**config.mk**
```make
export PLATFORM = sky130hd
export DESIGN_NAME = alu_param
export DESIGN_NICKNAME = d
export VERILOG_FILES = /design/src/rtl/alu_param.sv
export SDC_FILE = /design/constraint.sdc
export NUM_CORES = 1
export LEC_CHECK = 0
export CAP_MARGIN = 40
export CORE_ASPECT_RATIO = 1.2
export CORE_MARGIN = 10
export CORE_UTILIZATION = 46
export DETAILED_ROUTE_END_ITERATION = 8
export HOLD_SLACK_MARGIN = 0.1
export PLACE_DENSITY_LB_ADDON = 0.2
export SLEW_MARGIN = 20
export SYNTH_ARGS = -nofsm -noshare
export SYNTH_HDL_FRONTEND = slang
export SYNTH_SLANG_ARGS = --single-unit
```
**constraint.sdc**
```tcl
create_clock -name CLK -period 6.35 [get_ports CLK]
set_input_delay 1.27 -clock CLK [delete_from_list [all_inputs] [get_ports CLK]]
set_output_delay 1.27 -clock CLK [all_outputs]
set_load 0.02 [all_outputs]
```
**src/rtl/alu_param.sv**
```systemverilog
// alu_param: parametrised registered ALU with split-operand pairing and a 2-stage multiply.
// Latency: 1 cycle for single-cycle ops, 3 cycles for multiply, counted from the edge completing the operand pair.
// Backpressure: BUSY high in WAIT/MUL drops new inputs; CE low freezes all state. Optional rotates: ALU_ROTATE_EN.
module alu_param #(
   parameter int DATA_W  = 8,
   parameter int TIMEOUT = 16
) (
   input  logic                CLK,
   input  logic                RST,
   input  logic                CE,
   input  logic                MODE,
   input  logic [3:0]          CMD,
   input  logic [1:0]          INP_VALID,
   input  logic [DATA_W-1:0]   OPA,
   input  logic [DATA_W-1:0]   OPB,
   input  logic                CIN,
   output logic [2*DATA_W-1:0] RES,
   output logic                OUT_VALID,
   output logic                BUSY,
   output logic                COUT,
   output logic                OFLOW,
   output logic                G,
   output logic                L,
   output logic                E,
   output logic                ERR
);
   localparam int RW    = 2 * DATA_W;
   localparam int SH_W  = $clog2(DATA_W);
   localparam int TMR_W = $clog2(TIMEOUT + 1);
   localparam logic [TMR_W-1:0]  TMO_LAST = TMR_W'(TIMEOUT - 1);
   localparam logic [DATA_W:0]   ONE      = (DATA_W + 1)'(1);

   typedef enum logic [1:0] {S_IDLE, S_WAIT, S_MUL, S_DONE} state_t;

   // Operands a command consumes: bit0 = A, bit1 = B; 00 marks an unused code.
   function automatic logic [1:0] need_f(input logic mode, input logic [3:0] cmd);
      logic [1:0] n;
      n = 2'b00;
      if (mode) begin
         case (cmd)
            4'd0, 4'd1, 4'd2, 4'd3, 4'd8, 4'd9, 4'd10: n = 2'b11;
            4'd4, 4'd5:                                n = 2'b01;
            4'd6, 4'd7:                                n = 2'b10;
            default:                                   n = 2'b00;
         endcase
      end else begin
         case (cmd)
            4'd0, 4'd1, 4'd2, 4'd3, 4'd4, 4'd5: n = 2'b11;
            4'd6, 4'd8, 4'd9:                   n = 2'b01;
            4'd7, 4'd10, 4'd11:                 n = 2'b10;
`ifdef ALU_ROTATE_EN
            4'd12, 4'd13:                       n = 2'b11;
`endif
            default:                            n = 2'b00;
         endcase
      end
      return n;
   endfunction

   function automatic logic is_mul_f(input logic mode, input logic [3:0] cmd);
      return mode && ((cmd == 4'd9) || (cmd == 4'd10));
   endfunction

   state_t            state_q, state_d;
   logic [DATA_W-1:0] a_q, a_d, b_q, b_d;
   logic [3:0]        cmd_q, cmd_d;
   logic              mode_q, mode_d, cin_q, cin_d;
   logic [1:0]        have_q, have_d;
   logic [TMR_W-1:0]  timer_q, timer_d;
   logic              tmo_q, tmo_d;
   logic              mul_ph_q, mul_ph_d;
   logic [RW-1:0]     prod_q, prod_d;
   logic [RW-1:0]     res_q, res_d;
   logic [5:0]        flags_q, flags_d;
   logic              out_valid_q, out_valid_d;

   logic [1:0]        need_in;
   logic [RW-1:0]     mul_a, mul_b, prod;
   logic [RW-1:0]     r_res;
   logic              r_cout, r_oflow, r_g, r_l, r_e, r_err;
   logic [DATA_W:0]   ax, bx, cx, t;
   logic [DATA_W-1:0] lr;
   logic              use_t, use_l;

   assign need_in = need_f(MODE, CMD);

`ifdef ALU_ROTATE_EN
   localparam logic [SH_W:0] W_SH = (SH_W + 1)'(DATA_W);
   logic [SH_W:0]     rot_amt;
   logic [DATA_W-1:0] rol_v, ror_v;

   // Rotate A by B's low bits, reduced modulo DATA_W so non-power-of-two widths still rotate
   always_comb begin
      rot_amt = {1'b0, b_q[SH_W-1:0]};
      if (rot_amt >= W_SH) rot_amt = rot_amt - W_SH;
      rol_v = (a_q << rot_amt) | (a_q >> (W_SH - rot_amt));
      ror_v = (a_q >> rot_amt) | (a_q << (W_SH - rot_amt));
   end
`endif

   // Multiply datapath; product is captured in the first MUL cycle
   always_comb begin
      if (cmd_q == 4'd9) begin
         mul_a = RW'({1'b0, a_q} + ONE);
         mul_b = RW'({1'b0, b_q} + ONE);
      end else begin
         mul_a = RW'({a_q, 1'b0});
         mul_b = RW'(b_q);
      end
      prod = mul_a * mul_b;
   end

   // Result and flags for the latched command, consumed in DONE
   always_comb begin
      r_res   = '0;
      r_cout  = 1'b0;
      r_oflow = 1'b0;
      r_g     = 1'b0;
      r_l     = 1'b0;
      r_e     = 1'b0;
      r_err   = 1'b0;
      use_t   = 1'b0;
      use_l   = 1'b0;
      lr      = '0;
      ax      = {1'b0, a_q};
      bx      = {1'b0, b_q};
      cx      = {{DATA_W{1'b0}}, cin_q};
      t       = '0;
      if (tmo_q) begin
         r_err = 1'b1;
      end else if (mode_q) begin
         case (cmd_q)
            4'd0:  begin t = ax + bx;      use_t = 1'b1; r_cout = t[DATA_W]; end
            4'd1:  begin t = ax - bx;      use_t = 1'b1; r_oflow = (a_q < b_q); end
            4'd2:  begin t = ax + bx + cx; use_t = 1'b1; r_cout = t[DATA_W]; end
            4'd3:  begin t = ax - bx - cx; use_t = 1'b1; r_oflow = (ax < (bx + cx)); end
            4'd4:  begin t = ax + ONE;     use_t = 1'b1; r_cout = t[DATA_W]; end
            4'd5:  begin t = ax - ONE;     use_t = 1'b1; r_oflow = (a_q == '0); end
            4'd6:  begin t = bx + ONE;     use_t = 1'b1; r_cout = t[DATA_W]; end
            4'd7:  begin t = bx - ONE;     use_t = 1'b1; r_oflow = (b_q == '0); end
            4'd8:  begin r_g = (a_q > b_q); r_l = (a_q < b_q); r_e = (a_q == b_q); end
            4'd9, 4'd10: r_res = prod_q;
            default: r_err = 1'b1;
         endcase
      end else begin
         use_l = 1'b1;
         case (cmd_q)
            4'd0:  lr = a_q & b_q;
            4'd1:  lr = ~(a_q & b_q);
            4'd2:  lr = a_q | b_q;
            4'd3:  lr = ~(a_q | b_q);
            4'd4:  lr = a_q ^ b_q;
            4'd5:  lr = ~(a_q ^ b_q);
            4'd6:  lr = ~a_q;
            4'd7:  lr = ~b_q;
            4'd8:  lr = a_q >> 1;
            4'd9:  lr = a_q << 1;
            4'd10: lr = b_q >> 1;
            4'd11: lr = b_q << 1;
`ifdef ALU_ROTATE_EN
            4'd12: begin lr = rol_v; r_err = |(b_q >> SH_W); end
            4'd13: begin lr = ror_v; r_err = |(b_q >> SH_W); end
`endif
            default: begin use_l = 1'b0; r_err = 1'b1; end
         endcase
      end
      if (use_t) r_res = RW'(t);
      if (use_l) r_res = RW'(lr);
   end

   // Operand pairing FSM: next state, operand latches, timer and output register loads
   always_comb begin
      state_d     = state_q;
      a_d         = a_q;
      b_d         = b_q;
      cmd_d       = cmd_q;
      mode_d      = mode_q;
      cin_d       = cin_q;
      have_d      = have_q;
      timer_d     = timer_q;
      tmo_d       = tmo_q;
      mul_ph_d    = mul_ph_q;
      prod_d      = prod_q;
      res_d       = res_q;
      flags_d     = flags_q;
      out_valid_d = 1'b0;
      if (CE) begin
         case (state_q)
            S_IDLE: begin
               if (INP_VALID != 2'b00) begin
                  if (need_in == 2'b00 || (INP_VALID & need_in) == need_in || need_in == 2'b11) begin
                     cmd_d   = CMD;
                     mode_d  = MODE;
                     cin_d   = CIN;
                     a_d     = INP_VALID[0] ? OPA : '0;
                     b_d     = INP_VALID[1] ? OPB : '0;
                     have_d  = INP_VALID;
                     tmo_d   = 1'b0;
                     timer_d = '0;
                     if (need_in == 2'b00)                         state_d = S_DONE;
                     else if ((INP_VALID & need_in) == need_in)    state_d = is_mul_f(MODE, CMD) ? S_MUL : S_DONE;
                     else                                          state_d = S_WAIT;
                  end
                  // single-operand op without its own operand: nothing to do, stay idle
               end
            end
            S_WAIT: begin
               // The missing operand wins even on the expiry edge
               if ((INP_VALID & ~have_q) != 2'b00) begin
                  if (!have_q[0]) a_d = OPA;
                  else            b_d = OPB;
                  have_d  = 2'b11;
                  timer_d = '0;
                  state_d = is_mul_f(mode_q, cmd_q) ? S_MUL : S_DONE;
               end else if (timer_q == TMO_LAST) begin
                  tmo_d   = 1'b1;
                  timer_d = '0;
                  state_d = S_DONE;
               end else begin
                  timer_d = timer_q + TMR_W'(1);
               end
            end
            S_MUL: begin
               if (!mul_ph_q) begin
                  prod_d   = prod;
                  mul_ph_d = 1'b1;
               end else begin
                  mul_ph_d = 1'b0;
                  state_d  = S_DONE;
               end
            end
            S_DONE: begin
               res_d       = r_res;
               flags_d     = {r_cout, r_oflow, r_g, r_l, r_e, r_err};
               out_valid_d = 1'b1;
               state_d     = S_IDLE;
            end
            default: state_d = S_IDLE;
         endcase
      end
   end

   // State and output registers; reset aborts any operation in flight
   always_ff @(posedge CLK or posedge RST) begin
      if (RST) begin
         state_q     <= S_IDLE;
         a_q         <= '0;
         b_q         <= '0;
         cmd_q       <= '0;
         mode_q      <= 1'b0;
         cin_q       <= 1'b0;
         have_q      <= '0;
         timer_q     <= '0;
         tmo_q       <= 1'b0;
         mul_ph_q    <= 1'b0;
         prod_q      <= '0;
         res_q       <= '0;
         flags_q     <= '0;
         out_valid_q <= 1'b0;
      end else begin
         state_q     <= state_d;
         a_q         <= a_d;
         b_q         <= b_d;
         cmd_q       <= cmd_d;
         mode_q      <= mode_d;
         cin_q       <= cin_d;
         have_q      <= have_d;
         timer_q     <= timer_d;
         tmo_q       <= tmo_d;
         mul_ph_q    <= mul_ph_d;
         prod_q      <= prod_d;
         res_q       <= res_d;
         flags_q     <= flags_d;
         out_valid_q <= out_valid_d;
      end
   end

   assign RES       = res_q;
   assign OUT_VALID = out_valid_q;
   assign BUSY      = (state_q == S_WAIT) || (state_q == S_MUL);
   assign {COUT, OFLOW, G, L, E, ERR} = flags_q;

endmodule

```
# ---- Yosys cells after proc, flatten, opt, wreduce, memory -nomap -nowiden
# Memories as Yosys holds them, arrays and structs flattened.
# Index checks and enable logic that the tools add are counted.
dict set report totals {
  output_inout_bits 24
  elab_cells 180
  inputBits 27
  mem_bits_ro 64
  n_memories 2
  regBits 72
}
# name depth width read_ports rd_clocked_by_memory_dff write_ports line
set memory_table {}
lappend memory_table {{(no name shown)} 16 2 1 0 0 40} ;# case (cmd)
lappend memory_table {{(no name shown)} 16 2 1 0 0 47} ;# case (cmd)
dict set report classes {
  n_eq_ne 29
  reduce_logical 29
  n_mux 78
  bitwise 12
  n_lt_le_gt_ge 3
  mul 1
  addsub 12
}
# op n
set ops {}
lappend ops {{two-way mux 8 bit} 12}
lappend ops {{case mux 8 bit (12 select lines)} 1}
lappend ops {{two-way mux 16 bit} 5}
lappend ops {{case mux 9 bit (8 select lines)} 1}
lappend ops {{NOT 8 bit} 5}
lappend ops {{adder 8 x 1 -> 9 bit, second input constant} 4}
lappend ops {{two-way mux 9 bit} 4}
lappend ops {{two-way mux 1 bit} 32}
lappend ops {{case mux 8 bit (2 select lines)} 2}
lappend ops {{equality test 4 bit, second input constant} 6}
lappend ops {{two-way mux 2 bit} 11}
lappend ops {{two-way mux 5 bit} 4}
lappend ops {{AND reduction 6 bit} 3}
lappend ops {{subtractor 8 x 1 -> 9 bit, second input constant} 2}
lappend ops {{equality test 4 x 3 -> 1 bit, second input constant} 4}
lappend ops {{zero test 8 bit} 2}
lappend ops {{multiplier 16 x 16 -> 16 bit} 1}
lappend ops {{!= test 2 bit, second input constant} 8}
lappend ops {{OR reduction 12 bit} 1}
lappend ops {{OR reduction 11 bit} 1}
lappend ops {{case mux 5 bit (2 select lines)} 1}
lappend ops {{AND reduction 5 bit} 2}
lappend ops {{adder 8 x 1 -> 9 bit} 1}
lappend ops {{adder 8 x 8 -> 9 bit} 1}
lappend ops {{35 further kinds} 50}

# ---- Longest topological paths before layout
# Gate-level depths: netlist (run 1).
dict set report depth {
  word_depth 9
  ltp_mapped 26
  mapped_depth_nobuf 23
}

# ---- Worst setup path after synthesis (run 1)
# No wires, ideal clock.
dict set report synth_path {
  path_kind {register to register}
  from {register cmd_q[2]}
  to {register prod_q[15]}
  n_path_buf 4
  t_required_ns 6.220
  slack_ns 0.779
  period_less_slack_ns 5.571
  path_stages_with_launch 25
  arrival_ns 5.441
  cell_sequence {dfrtp_1 buf_2 buf_2 nor3_1 buf_2 buf_1 nor2_1 a21oi_1 nand2_1 fa_1 inv_1 fa_1 ha_1 inv_1 fa_1 inv_1 ha_1 a211oi_1 o21ai_1 a31oi_1 nor2_1 a2111oi_0 a21oi_1 xnor2_1 o21ai_1}
}
dict set report synth_via {
  elab_chain_cells 3
  word_cells_on_any_way 4
  classes_between {1 x mul; 1 x eq/ne; 2 x mux}
}
# element line
set synth_rtl {}
lappend synth_rtl {{from (decl)} 66} ;# logic [3:0] cmd_q, cmd_d;
lappend synth_rtl {{from (signal assigned)} 264} ;# cmd_q <= cmd_d;
lappend synth_rtl {{equality test 4 bit (*)} 103} ;# if (cmd_q == 4'd9) begin
lappend synth_rtl {{two-way mux 9 bit} 103}
lappend synth_rtl {{multiplier 16 x 16 -> 16 bit (*)} 110} ;# prod = mul_a * mul_b;
lappend synth_rtl {{to (signal assigned)} 271} ;# prod_q <= prod_d;
lappend synth_rtl {{to (decl)} 72} ;# logic [RW-1:0] prod_q, prod_d;
# Every way passes the cells marked *; elsewhere a longest branch is shown, timed or not.
# A chain may end at the register's enable or synchronous reset.

# ---- Worst setup path in the final report (run 1)
dict set report layout_path {
  from {register cmd_q[1]}
  to {register prod_q[15]}
}
# The elaborated chain is that of the path after synthesis.

==> results of run 1 <==
==> cells in the final DEF (no fill, tap or decap), types with 5 or more instances in the layout <==
| cell type | n |
|---|---|
| a2111oi_0 | 5 |
| a211oi_1 | 9 |
| a21o_1 | 11 |
| a21oi_1 | 41 |
| a221o_1 | 5 |
| a221oi_1 | 17 |
| a22o_1 | 7 |
| a22oi_1 | 10 |
| a31oi_1 | 9 |
| and2_1 | 9 |
| and3_1 | 9 |
| buf_4 | 38 |
| clkbuf_16 | 9 |
| clkdlybuf4s50_1 | 50 |
| dfrtp_1 | 72 |
| fa_1 | 51 |
| ha_1 | 78 |
| inv_1 | 116 |
| mux2_2 | 12 |
| mux2i_1 | 13 |
| nand2_1 | 136 |
| nand2b_1 | 17 |
| nand3_1 | 25 |
| nand4_1 | 9 |
| nor2_1 | 97 |
| nor2b_1 | 8 |
| nor3_1 | 27 |
| nor4_1 | 5 |
| o21a_1 | 6 |
| o21ai_0 | 49 |
| o21ai_1 | 20 |
| o22ai_1 | 7 |
| o31ai_1 | 9 |
| or2_2 | 6 |
| xnor2_1 | 56 |
| xor2_1 | 22 |
==> metrics by stage <==
step | instance area (um^2) | cells | power [mW] | setup slack, ps
final | 10300 | 1424 | 5.63 | 444
after global routing | 10300 | 1424 | 6.12 | 50.9
after CTS | 10300 | 1424 | 5.61 | 501
after detailed placement | 9970 | 1408 | 5.05 | 555
after global placement | 9930 | 1404 | 5.03 | 530
after floorplan | 9040 | 1108 | 3.72 | 779
==> flip-flops by register name, summed over array words and instances, names as in the netlist, 2 cells and up <==
name / cells
prod_q: 16
have_q: 2
cmd_q: 4
b_q: 8
flags_q: 6
state_q: 2
RES: 16
a_q: 8
timer_q: 5
==> worst register-to-register path, cell delays in order (launching register included) <==
cell and delay, ps:
dfrtp_1 400, nor2_1 240, nand3_1 310, buf_4 260, nor2_1 260, a221o_1 350
nand2_1 110, fa_1 480, inv_1 50, fa_1 450, ha_1 290, inv_1 50
fa_1 580, inv_1 50, ha_1 300, a211oi_1 240, o21ai_1 140, a31oi_1 270
nor2_1 80, a2111oi_0 380, buf_4 190, a21oi_1 70, xnor2_1 150, o21ai_1 70
==> metal layers <==
metal  up-vias  share of wire (%)  GRT usage [%]
met5         -               0.13              0
met4         2                6.6           15.3
met3        92                5.5           4.67
met2       314                 48           40.9
met1      4086                 40           29.2
li1       3929                  -              -
==> worst min-delay path by stage <==
stage	startpoint	endpoint	slack (ps)	cells after the start
after floorplan	prod_q[8]	prod_q[8]	450	2
after global placement	flags_q[1]	flags_q[1]	460	2
after detailed placement	flags_q[2]	flags_q[2]	470	2
after CTS	flags_q[2]	flags_q[2]	480	2
after global routing	prod_q[12]	prod_q[12]	510	2
final	flags_q[2]	flags_q[2]	480	2
==> cell families after synthesis <==
group,after synthesis
xor+xnor,80
fa+ha+maj,130
mux,25
compound gates,258
flops,72
simple gates,370
buf+inv,173
==> report_power, final <==
group	internal, mW	leakage [nW]	total, mW	switching [mW]
sequential	0.610	0.945	0.784	0.173
combinational	1.60	3.44	4.32	2.72
clock	0.307	0.143	0.524	0.218
==> area by class of cell <==
| class | count | area (um^2) |
|---|---|---|
| fill | 1897 | 9140 |
| multi-input combinational | 863 | 6550 |
| sequential | 72 | 1800 |
| timing repair buffer | 93 | 841 |
| inverter | 119 | 448 |
| tap | 261 | 327 |
| clock buffer | 10 | 229 |
| clock inverter | 6 | 68.8 |
==> out/qor.yml, run 1 <==
run_status:
  outcome: "finished, final reports clean"
logic_synthesis:
  syn-cell-area_um2: 9040
  yosys_most_used_dff: "dfrtp_1"
  yosysWarnings: 0
  synthMuxAreaShare_pct: 2.93
  synth_top_family_by_area: "adder cells"
  syn-num-nets: 1264
  synthTopCellsByArea: "dfrtp_1, fa_1, ha_1"
  yosys.area.top_type_share_pct: 19.9
  synth_compound_gate_area_share_pct: 20.1
  syn_inst: 1108
  synth_edf_count: 0
  syn_avg_cell_area_um2: 8.16
  yosys.area.top_type: "dfrtp_1"
  synth_cell_types: 83
  yosys_register_bits: 72
  synth.most_common_cell: "nand2_1"
  yosys.area_share.adder_pct: 22.2
  yosysSeqAreaShare_pct: 19.9
  yosys.area_share.simple_pct: 19.2
  synth_common_cells: "nand2_1, inv_1, nor2_1, ha_1, dfrtp_1"
  synthArstFlopShare_pct: 100
  synth_xor_area_share_pct: 8.04
cells_and_area:
  drive_gt1_share_pct: 9.11
  synthToLayoutAreaGrowth_pct: 13.5
  n_antenna_cell: 0
  nNetsFinal: 1314
  postLayoutCoreUtil_pct: 52.9
floorplan:
  rows: 56
  start_util_pct: 46.6
  die_w_um: 148
  chipHeight_um: 174
  fp.dieArea_um2: 25700
  ioPinCount: 51
  coreArea_um2: 19400
run:
  max_cap_violations: 0
route:
  num_vias: 8423
  wl_per_cell_um: 22.2
  dr.pass1.iters: 6
  wl_um: 31600
  antenna_left: 0
  drc: 0
  vias_per_cell: 5.92
  drt_iter0_drc: 752
global_routing:
  overflow: 0
  grt_pass1_wl_um: 50000
  grt_pass1_vias: 8540
  grt_max_degree: 46
  track_usage_pct: 24.9
  antenna_found_initial: 1
clock_tree:
  htree_levels: 3
  clkTransAtPathRegs_ps: 60
  post_cts_buffers: 0
  ctsHoldBuffers: 0
  cts_tree: "built"
  cts_made_buffers: 9
  cts_resized: 0
  clock_latency_ps: 350
  clkSinkCount: 72
  clk_path_buf_depth: 2
  root_buffer: "clkbuf_16"
timing:
  finalCriticalPeriod_ps: 5910
  fin_crit_sh_pct: 93.0
  whs_ps: 478
  skew_ps: 9.67
  rsz0062_at_grt: "no"
  setup_viol: 0
  final.setup.tns_ps: 0
  finalHoldViolations: 0
  fmaxAchievable_mhz: 169
  worstMarginPinSlew_ps: 987
  relSlewSlack_pct: 33.6
  drv_slew: 0
power_and_ir_drop:
  p_leak_nw: 4.53
  ir_worst_vdd_uv: 253
  p_per_area_nw_per_um2: 548
critical_path:
  r2r-end: "prod_q[15]"
  critical_path.cell_chain: "nor2_1, nand3_1, buf_4, nor2_1, a221o_1, nand2_1, fa_1, inv_1, fa_1, ha_1, inv_1, fa_1, inv_1, ha_1, a211oi_1, o21ai_1, a31oi_1, nor2_1, a2111oi_0, buf_4, a21oi_1, xnor2_1, o21ai_1"
  crit_fanout: 8
  crit_buf_inv: 5
  critPathTopFamily: "adder cells"
  cp_data_required_time_ps: 6560
  r2r_slack_ps: 440
  crit_path_end_kind: "flip-flop"
  max_stage_delay_ps: 580
  rr_worst_depth: 23
  start_kind: "flip-flop"
  crit_slowest_cell: "fa_1"
  r2r_start: "cmd_q[1]"
  path_depth: 23
  critical_path_class: "flip-flop to flip-flop"
  crit_path_start: "cmd_q[1]"
  endpoint: "prod_q[15]"
  crit_arrival_ps: 6120
place:
  io_buffers: 50
  dpl.hpwl_um: 24900
  place.gp.congestion: 0.971
hold_path:
  hold_path.class: "flip-flop to flip-flop"
(Power assumes the default switching activity.)
==> run 2, diff against run 1 <==
--- a/config.mk
+++ b/config.mk
@@ -6,9 +6,11 @@
 export NUM_CORES = 1
 export LEC_CHECK = 0
 export CAP_MARGIN = 40
+export CELL_PAD_IN_SITES_DETAIL_PLACEMENT = 2
+export CELL_PAD_IN_SITES_GLOBAL_PLACEMENT = 2
 export CORE_ASPECT_RATIO = 1.2
 export CORE_MARGIN = 10
-export CORE_UTILIZATION = 46
+export CORE_UTILIZATION = 38
 export DETAILED_ROUTE_END_ITERATION = 8
 export HOLD_SLACK_MARGIN = 0.1
 export PLACE_DENSITY_LB_ADDON = 0.2
==> out/qor.yml, run 2 (synthesized netlist as in run 1, its figures left out) <==
run_status:
  outcome: "finished, final reports clean"
timing:
  whs_ps: 488  # +10.1 ps
  skew_ps: 15.4  # +5.69 ps
  fin_crit_sh_pct: 93.5  # +0.52 points
  finalCriticalPeriod_ps: 5940  # +33.0 ps
  final.setup.tns_ps: 0  # unchanged
  fmaxAchievable_mhz: 168  # -0.56%
  worstMarginPinSlew_ps: 917  # -69.7 ps
  setup_viol: 0  # unchanged
  drv_slew: 0  # unchanged
  final.setup.worst_slack_ps: 411  # -33.0 ps
  relSlewSlack_pct: 37.3  # +3.7 points
  rsz0062_at_grt: "no"
  finalHoldViolations: 0  # unchanged
critical_path:
  crit_path_end_kind: "flip-flop"
  rr_worst_depth: 22  # -4.3%
  crit_fanout: 8  # unchanged
  r2r_slack_ps: 410  # -30 ps
  start_kind: "flip-flop"
  r2r_start: "a_q[0]"
  r2r-end: "prod_q[15]"
  cp_data_required_time_ps: 6570  # about the same
  crit_arrival_ps: 6160  # +40 ps
  critical_path_class: "flip-flop to flip-flop"
clock_tree:
  htree_levels: 3  # unchanged
  clkTransAtPathRegs_ps: 60  # about the same
  cts_made_buffers: 9  # unchanged
  clock_latency_ps: 370  # +20 ps
  clkSinkCount: 72  # unchanged
  clk_path_buf_depth: 2  # unchanged
  ctsHoldBuffers: 0  # unchanged
  cts_tree: "built"
  root_buffer: "clkbuf_16"
global_routing:
  grt_pass1_vias: 9771  # +14%
  overflow: 0  # unchanged
  grt_pass1_wl_um: 60600  # +21%
  antenna_found_initial: 0  # -1
  grt_max_degree: 49  # +6.5%
  track_usage_pct: 25.5  # +0.60 points
route:
  wl_um: 38300  # +21%
  dr.pass1.iters: 7  # +1
  routed.top_layer: "met4"
  drc: 0  # unchanged
  met3WireLength_um: 1170  # -33%
  num_vias: 8743  # +3.8%
  wl_per_cell_um: 25.9  # +17%
  drt_iter0_drc: 606  # -19%
  met2_length_um: 19900  # +31%
  vias_per_cell: 5.92  # about the same
  wl_met1_um: 15300  # +22%
  antenna_left: 0  # unchanged
place:
  dpl.hpwl_um: 29500  # +19%
  place.gp.congestion: 1.02  # +5.5%
  place_ws_ps: 217  # -338 ps
  io_buffers: 50  # unchanged
power_and_ir_drop:
  total_power_mw: 5.92  # +5.2%
  p_per_area_nw_per_um2: 569  # +3.8%
  power_frac_seq_pct: 13.6  # -0.3 points
  p_comb_share_pct: 77.2  # +0.5 points
  p_sw_mw: 3.36  # +8.1%
  p_sw_share_pct: 56.8  # +1.6 points
  ir_worst_vdd_uv: 231  # -8.8%
  p_leak_nw: 4.56  # +0.70%
  intPower_mw: 2.56  # +1.5%
  clkPwrFrac_pct: 9.2  # about the same
cells_and_area:
  n_antenna_cell: 0  # unchanged
  synthToLayoutAreaGrowth_pct: 15.1
  final_common_cell: "nand2_1"
  nNetsFinal: 1314  # unchanged
  final_cell_mix: "nand2_1, inv_1, nor2_1"
  drive_gt1_share_pct: 10.1  # +1.0 points
floorplan:
  rows: 61  # +8.9%
  start_util_pct: 38.8  # -7.7 points
  fp.dieArea_um2: 30400  # +18%
  chipHeight_um: 189  # +8.9%
  ioPinCount: 51  # unchanged
  die_w_um: 161  # +8.7%
  coreArea_um2: 23300  # +20%
hold_path:
  hold_path.class: "flip-flop to flip-flop"
  hold_end: "prod_q[9]"
  min_path_cells: 2  # unchanged
  min_from: "prod_q[9]"
run:
  max_cap_violations: 0  # unchanged
run 2: changes by cell type in the layout (fill, tap and decap cells not counted), sizes merged:
cell	change
clkbuf	+1
buf	-1
run 2: worst max-delay path by stage:
| stage | from | endpoint | slack [ps] | cells after the start |
|---|---|---|---|---|
| after CTS | a_q[0] | prod_q[15] | 50 | 22 |
| after floorplan | cmd_q[2] | prod_q[15] | 780 | 24 |
| after global routing | a_q[0] | prod_q[14] | 30 | 21 |
| final | a_q[0] | prod_q[15] | 410 | 22 |
| after detailed placement | a_q[0] | prod_q[15] | 220 | 22 |
| after global placement | a_q[0] | prod_q[15] | 370 | 22 |
run 2: power groups by stage:
stage	clock network (mW)	registers [mW]	logic, mW
6_report	0.546	0.806	4.57
5_1_grt	0.576	0.826	5.01
4_1_cts	0.554	0.799	4.52
3_5_place_dp	0	0.800	4.44
3_3_place_gp	0	0.790	4.29
2_1_floorplan	0	0.759	2.96
run 2: timing repair:
action	in CTS	in global routing
endpoints found under the setup margin	0	4
resized for setup	0	14
buffers inserted	0	1
run 2: layout make-up:
| type | instances | area (um^2) |
|---|---|---|
| fill | 2654 | 12900 |
| clock buffer | 10 | 229 |
| clock inverter | 6 | 68.8 |
| multi-input combinational | 863 | 6610 |
| sequential | 72 | 1810 |
| inverter | 119 | 448 |
| tap | 315 | 394 |
| timing repair buffer | 93 | 851 |
run 2: critical path: stages, from the launching register on:
cell and delay, ps:
dfrtp_2 520, nand3_1 270, nor3_1 310, xnor2_1 250, a21oi_2 300, nand2_1 130, fa_1 560, inv_1 50
fa_1 450, ha_1 290, inv_1 50, fa_1 590, inv_1 60, ha_1 310, a211oi_1 300, o21ai_1 160
a31oi_1 260, nor2_1 90, a2111oi_1 350, buf_4 200, a21oi_1 80, xnor2_1 160, o21ai_1 70
run 2: metal layers:
layer  vias up  GRT usage, %
met5         -             0
met4         0          13.0
met3        79          3.04
met1      4543          29.4
met2       201          45.3
li1       3920             -
run 2: metrics by stage:
stage | instances | area, um^2 | utilization (%)
2_1_floorplan | 1108 | 9040 | -
3_3_place_gp | 1457 | 9990 | 42.9
3_5_place_dp | 1460 | 10000 | 43.1
4_1_cts | 1476 | 10300 | 44.4
5_1_grt | 1478 | 10400 | 44.7
6_report | 1478 | 10400 | 44.7
==> run 3, diff against run 2 <==
--- a/config.mk
+++ b/config.mk
@@ -5,12 +5,13 @@
 export SDC_FILE = /design/constraint.sdc
 export NUM_CORES = 1
 export LEC_CHECK = 0
+export ABC_AREA = 1
 export CAP_MARGIN = 40
 export CELL_PAD_IN_SITES_DETAIL_PLACEMENT = 2
 export CELL_PAD_IN_SITES_GLOBAL_PLACEMENT = 2
 export CORE_ASPECT_RATIO = 1.2
 export CORE_MARGIN = 10
-export CORE_UTILIZATION = 38
+export CORE_UTILIZATION = 35
 export DETAILED_ROUTE_END_ITERATION = 8
 export HOLD_SLACK_MARGIN = 0.1
 export PLACE_DENSITY_LB_ADDON = 0.2
==> out/qor.yml, run 3 <==
clock_tree:
  root_buffer: "clkbuf_16"
  cts_made_buffers: 9  # unchanged
  cts_tree: "built"
  clkTransAtPathRegs_ps: 70  # about the same
  ctsHoldBuffers: 0  # unchanged
  clock_latency_ps: 350  # -20 ps
  htree_levels: 3  # unchanged
  clk_path_buf_depth: 2  # unchanged
  clkSinkCount: 72  # unchanged
critical_path:
  crit_fanout: 8  # unchanged
  r2r-end: "prod_q[12]"
  crit_arrival_ps: 6150  # about the same
  cp_data_required_time_ps: 6560  # about the same
  r2r_start: "a_q[0]"
  r2r_slack_ps: 410  # about the same
  critical_path_class: "flip-flop to flip-flop"
  crit_path_end_kind: "flip-flop"
  start_kind: "flip-flop"
  rr_worst_depth: 23  # +4.5%
place:
  place.gp.congestion: 0.993  # -3.0%
  io_buffers: 50  # unchanged
  dp_cells: 1698  # +16%
  placed_cell_area_um2: 9970  # -0.62%
  dpl.hpwl_um: 32400  # +9.8%
hold_path:
  hold_path.class: "flip-flop to flip-flop"
  min_path_cells: 2  # unchanged
  hold_end: "flags_q[4]"
  min_from: "flags_q[4]"
floorplan:
  die_w_um: 166  # +3.4%
  fp.dieArea_um2: 32500  # +7.0%
  rows: 64  # +4.9%
  chipHeight_um: 196  # +3.5%
  start_util_pct: 35.4  # -3.4 points
  ioPinCount: 51  # unchanged
  coreArea_um2: 25400  # +9.0%
global_routing:
  overflow: 0  # unchanged
  grt_max_degree: 40  # -18%
  track_usage_pct: 23.8  # -1.6 points
  antenna_found_initial: 0  # unchanged
  grt_pass1_wl_um: 61600  # +1.7%
  grt_pass1_vias: 10400  # +6.9%
route:
  wl_um: 39300  # +2.6%
  drt_iter0_drc: 404  # -33%
  vias_per_cell: 5.51  # -6.8%
  wl_per_cell_um: 23.0  # -12%
  drc: 0  # unchanged
  dr.pass1.iters: 5  # -2
  num_vias: 9449  # +8.1%
  antenna_left: 0  # unchanged
power_and_ir_drop:
  clkPwrFrac_pct: 10.1  # +0.9 points
  p_leak_nw: 5.11  # +12%
  intPower_mw: 2.19  # -14%
  p_comb_share_pct: 75.1  # -2.1 points
  p_sw_mw: 3.23  # -3.8%
  ir_worst_vdd_uv: 213  # -7.5%
  p_per_area_nw_per_um2: 527  # -7.4%
  p_sw_share_pct: 59.6  # +2.8 points
  power_frac_seq_pct: 14.8  # +1.2 points
cells_and_area:
  stdcell_count: 1714  # +16%
  final_common_cell: "nand2_1"
  nNetsFinal: 1535  # +17%
  n_antenna_cell: 0  # unchanged
  final_area_um2: 10300  # -1.1%
  multi_input_area_um2: 6210  # -6.0%
  final_cell_mix: "nand2_1, inv_1, nor2_1"
  fillers: 3083  # +16%
  drive_gt1_share_pct: 7.37  # -2.8 points
  regArea_um2: 1800  # -0.21%
  synthToLayoutAreaGrowth_pct: 14.5
logic_synthesis:
  yosysWarnings: 0  # unchanged
  synthTopCellsByArea: "dfrtp_1, nand2_1, fa_1"
  yosys_register_bits: 72  # unchanged
  synth.most_common_cell: "nand2_1"
  yosys.area.top_type_share_pct: 20.0  # +0.12 points
  synth_cell_types: 54  # -35%
  yosys.area.top_type: "dfrtp_1"
  syn-num-nets: 1474  # +17%
  synth_common_cells: "nand2_1, inv_1, nor2_1, nand3_1, ha_1"
  syn_inst: 1318  # +19%
  yosysSeqAreaShare_pct: 20.0  # +0.12 points
  yosys_most_used_dff: "dfrtp_1"
  syn-cell-area_um2: 8990  # -0.59%
  syn_avg_cell_area_um2: 6.82  # -16%
  synthArstFlopShare_pct: 100  # unchanged
  synth_edf_count: 0  # unchanged
timing:
  final.setup.tns_ps: 0  # unchanged
  finalCriticalPeriod_ps: 5940  # +3.21 ps
  finalHoldViolations: 0  # unchanged
  setup_viol: 0  # unchanged
  skew_ps: 16.3  # +0.904 ps
  worstMarginPinSlew_ps: 816  # -101 ps
  relSlewSlack_pct: 44.2  # +6.9 points
  drv_slew: 0  # unchanged
  fmaxAchievable_mhz: 168  # about the same
  rsz0062_at_grt: "no"
  fin_crit_sh_pct: 93.6  # about the same
run:
  max_cap_violations: 0  # unchanged
run_status:
  outcome: "finished, final reports clean"
## run 3: cell types whose count changed after synthesis, moves of 14 or more
cell,change
nand2_1,+234
inv_1,+90
nand3_1,+57
xnor2_1,-48
nor2_1,+22
o21ai_0,+21
buf_2,-19
nor3_1,-19
o21ai_2,+19
a221oi_1,-17
nand2b_1,-17
o22ai_1,+15
nand4_1,+14
## run 3: cells by family (layout without fill, tap and decap cells)
kind of cell             count (synthesis)  after routing  share of synthesized area (%)
buffers and inverters                  251            317                           10.9
adder cells (fa/ha/maj)                129            129                           22.2
flip-flops                              72             72                           20.0
AND/OR/NAND/NOR                        635            635                           30.1
multiplexers                             1              1                          0.125
XOR/XNOR                                26             26                           2.53
AO/OA/AOI/OAI                          204            204                           14.2
## run 3: final cells by class
cell class | instances | area share [%]
Clock buffer | 10 | 2.32
Clock inverter | 6 | 0.729
Inverter | 223 | 8.14
Multi-Input combinational cell | 995 | 60.4
Sequential cell | 72 | 17.5
Tap cell | 330 | 4.01
Timing Repair Buffer | 78 | 6.90
## run 3: routing by layer
layer | vias up | part of all wire [%] | GRT usage (%)
met2 | 246 | 52 | 43.9
met4 | 0 | 5.3 | 11.6
met3 | 106 | 3.5 | 2.43
met1 | 4733 | 39 | 26.8
li1 | 4364 | - | -
met5 | - | 0 | 0
## run 3: repair_timing
item                       4_1_cts  5_1_grt
setup buffers                    0        0
setup endpoints to repair        0        3
resized for setup                0        2
## run 3: worst max path at each step
stage	startpoint	to	slack [ps]	cells after the start
finish	a_q[0]	prod_q[12]	410	23
global route	cmd_q[0]	prod_q[12]	20	23
CTS	cmd_q[3]	prod_q[12]	320	25
detailed placement	cmd_q[3]	prod_q[12]	340	25
global placement	a_q[0]	prod_q[12]	580	23
floorplan	a_q[1]	prod_q[12]	1350	26
## run 3: worst max-delay path, stage by stage (launching register included)
cell     delay [ps]
dfrtp_1         560
ha_1            250
nand2_1          60
nor2_1          180
inv_1            90
nand2_1          60
nand2_1         130
o21ai_1         450
inv_1           180
or2_1           280
fa_1            470
fa_1            610
fa_1            450
fa_1            510
inv_1            40
ha_1            320
a21oi_1         170
o21ai_0         130
a21oi_1         190
nor2_1          100
o21ai_0         160
nand2_1          80
xnor2_1         210
o21ai_0         100
## run 3: metrics by stage
step           hold slack, ps  util, %  power (mW)  worst slack, ps
2_1_floorplan             442        -        3.34             1350
3_3_place_gp              456     39.2        4.66              583
6_report                  482     40.5        5.42              408
4_1_cts                   486     40.5        5.44              325
3_5_place_dp              460     39.3        4.83              337
5_1_grt                   516     40.5        5.94             19.7
## run 3: power by group through the flow
stage	clock network [mW]	registers, mW	logic (mW)
after global routing	0.574	0.821	4.54
final	0.545	0.804	4.07
after detailed placement	0	0.811	4.02
after floorplan	0	0.771	2.57
after global placement	0	0.798	3.86
after CTS	0.550	0.803	4.09
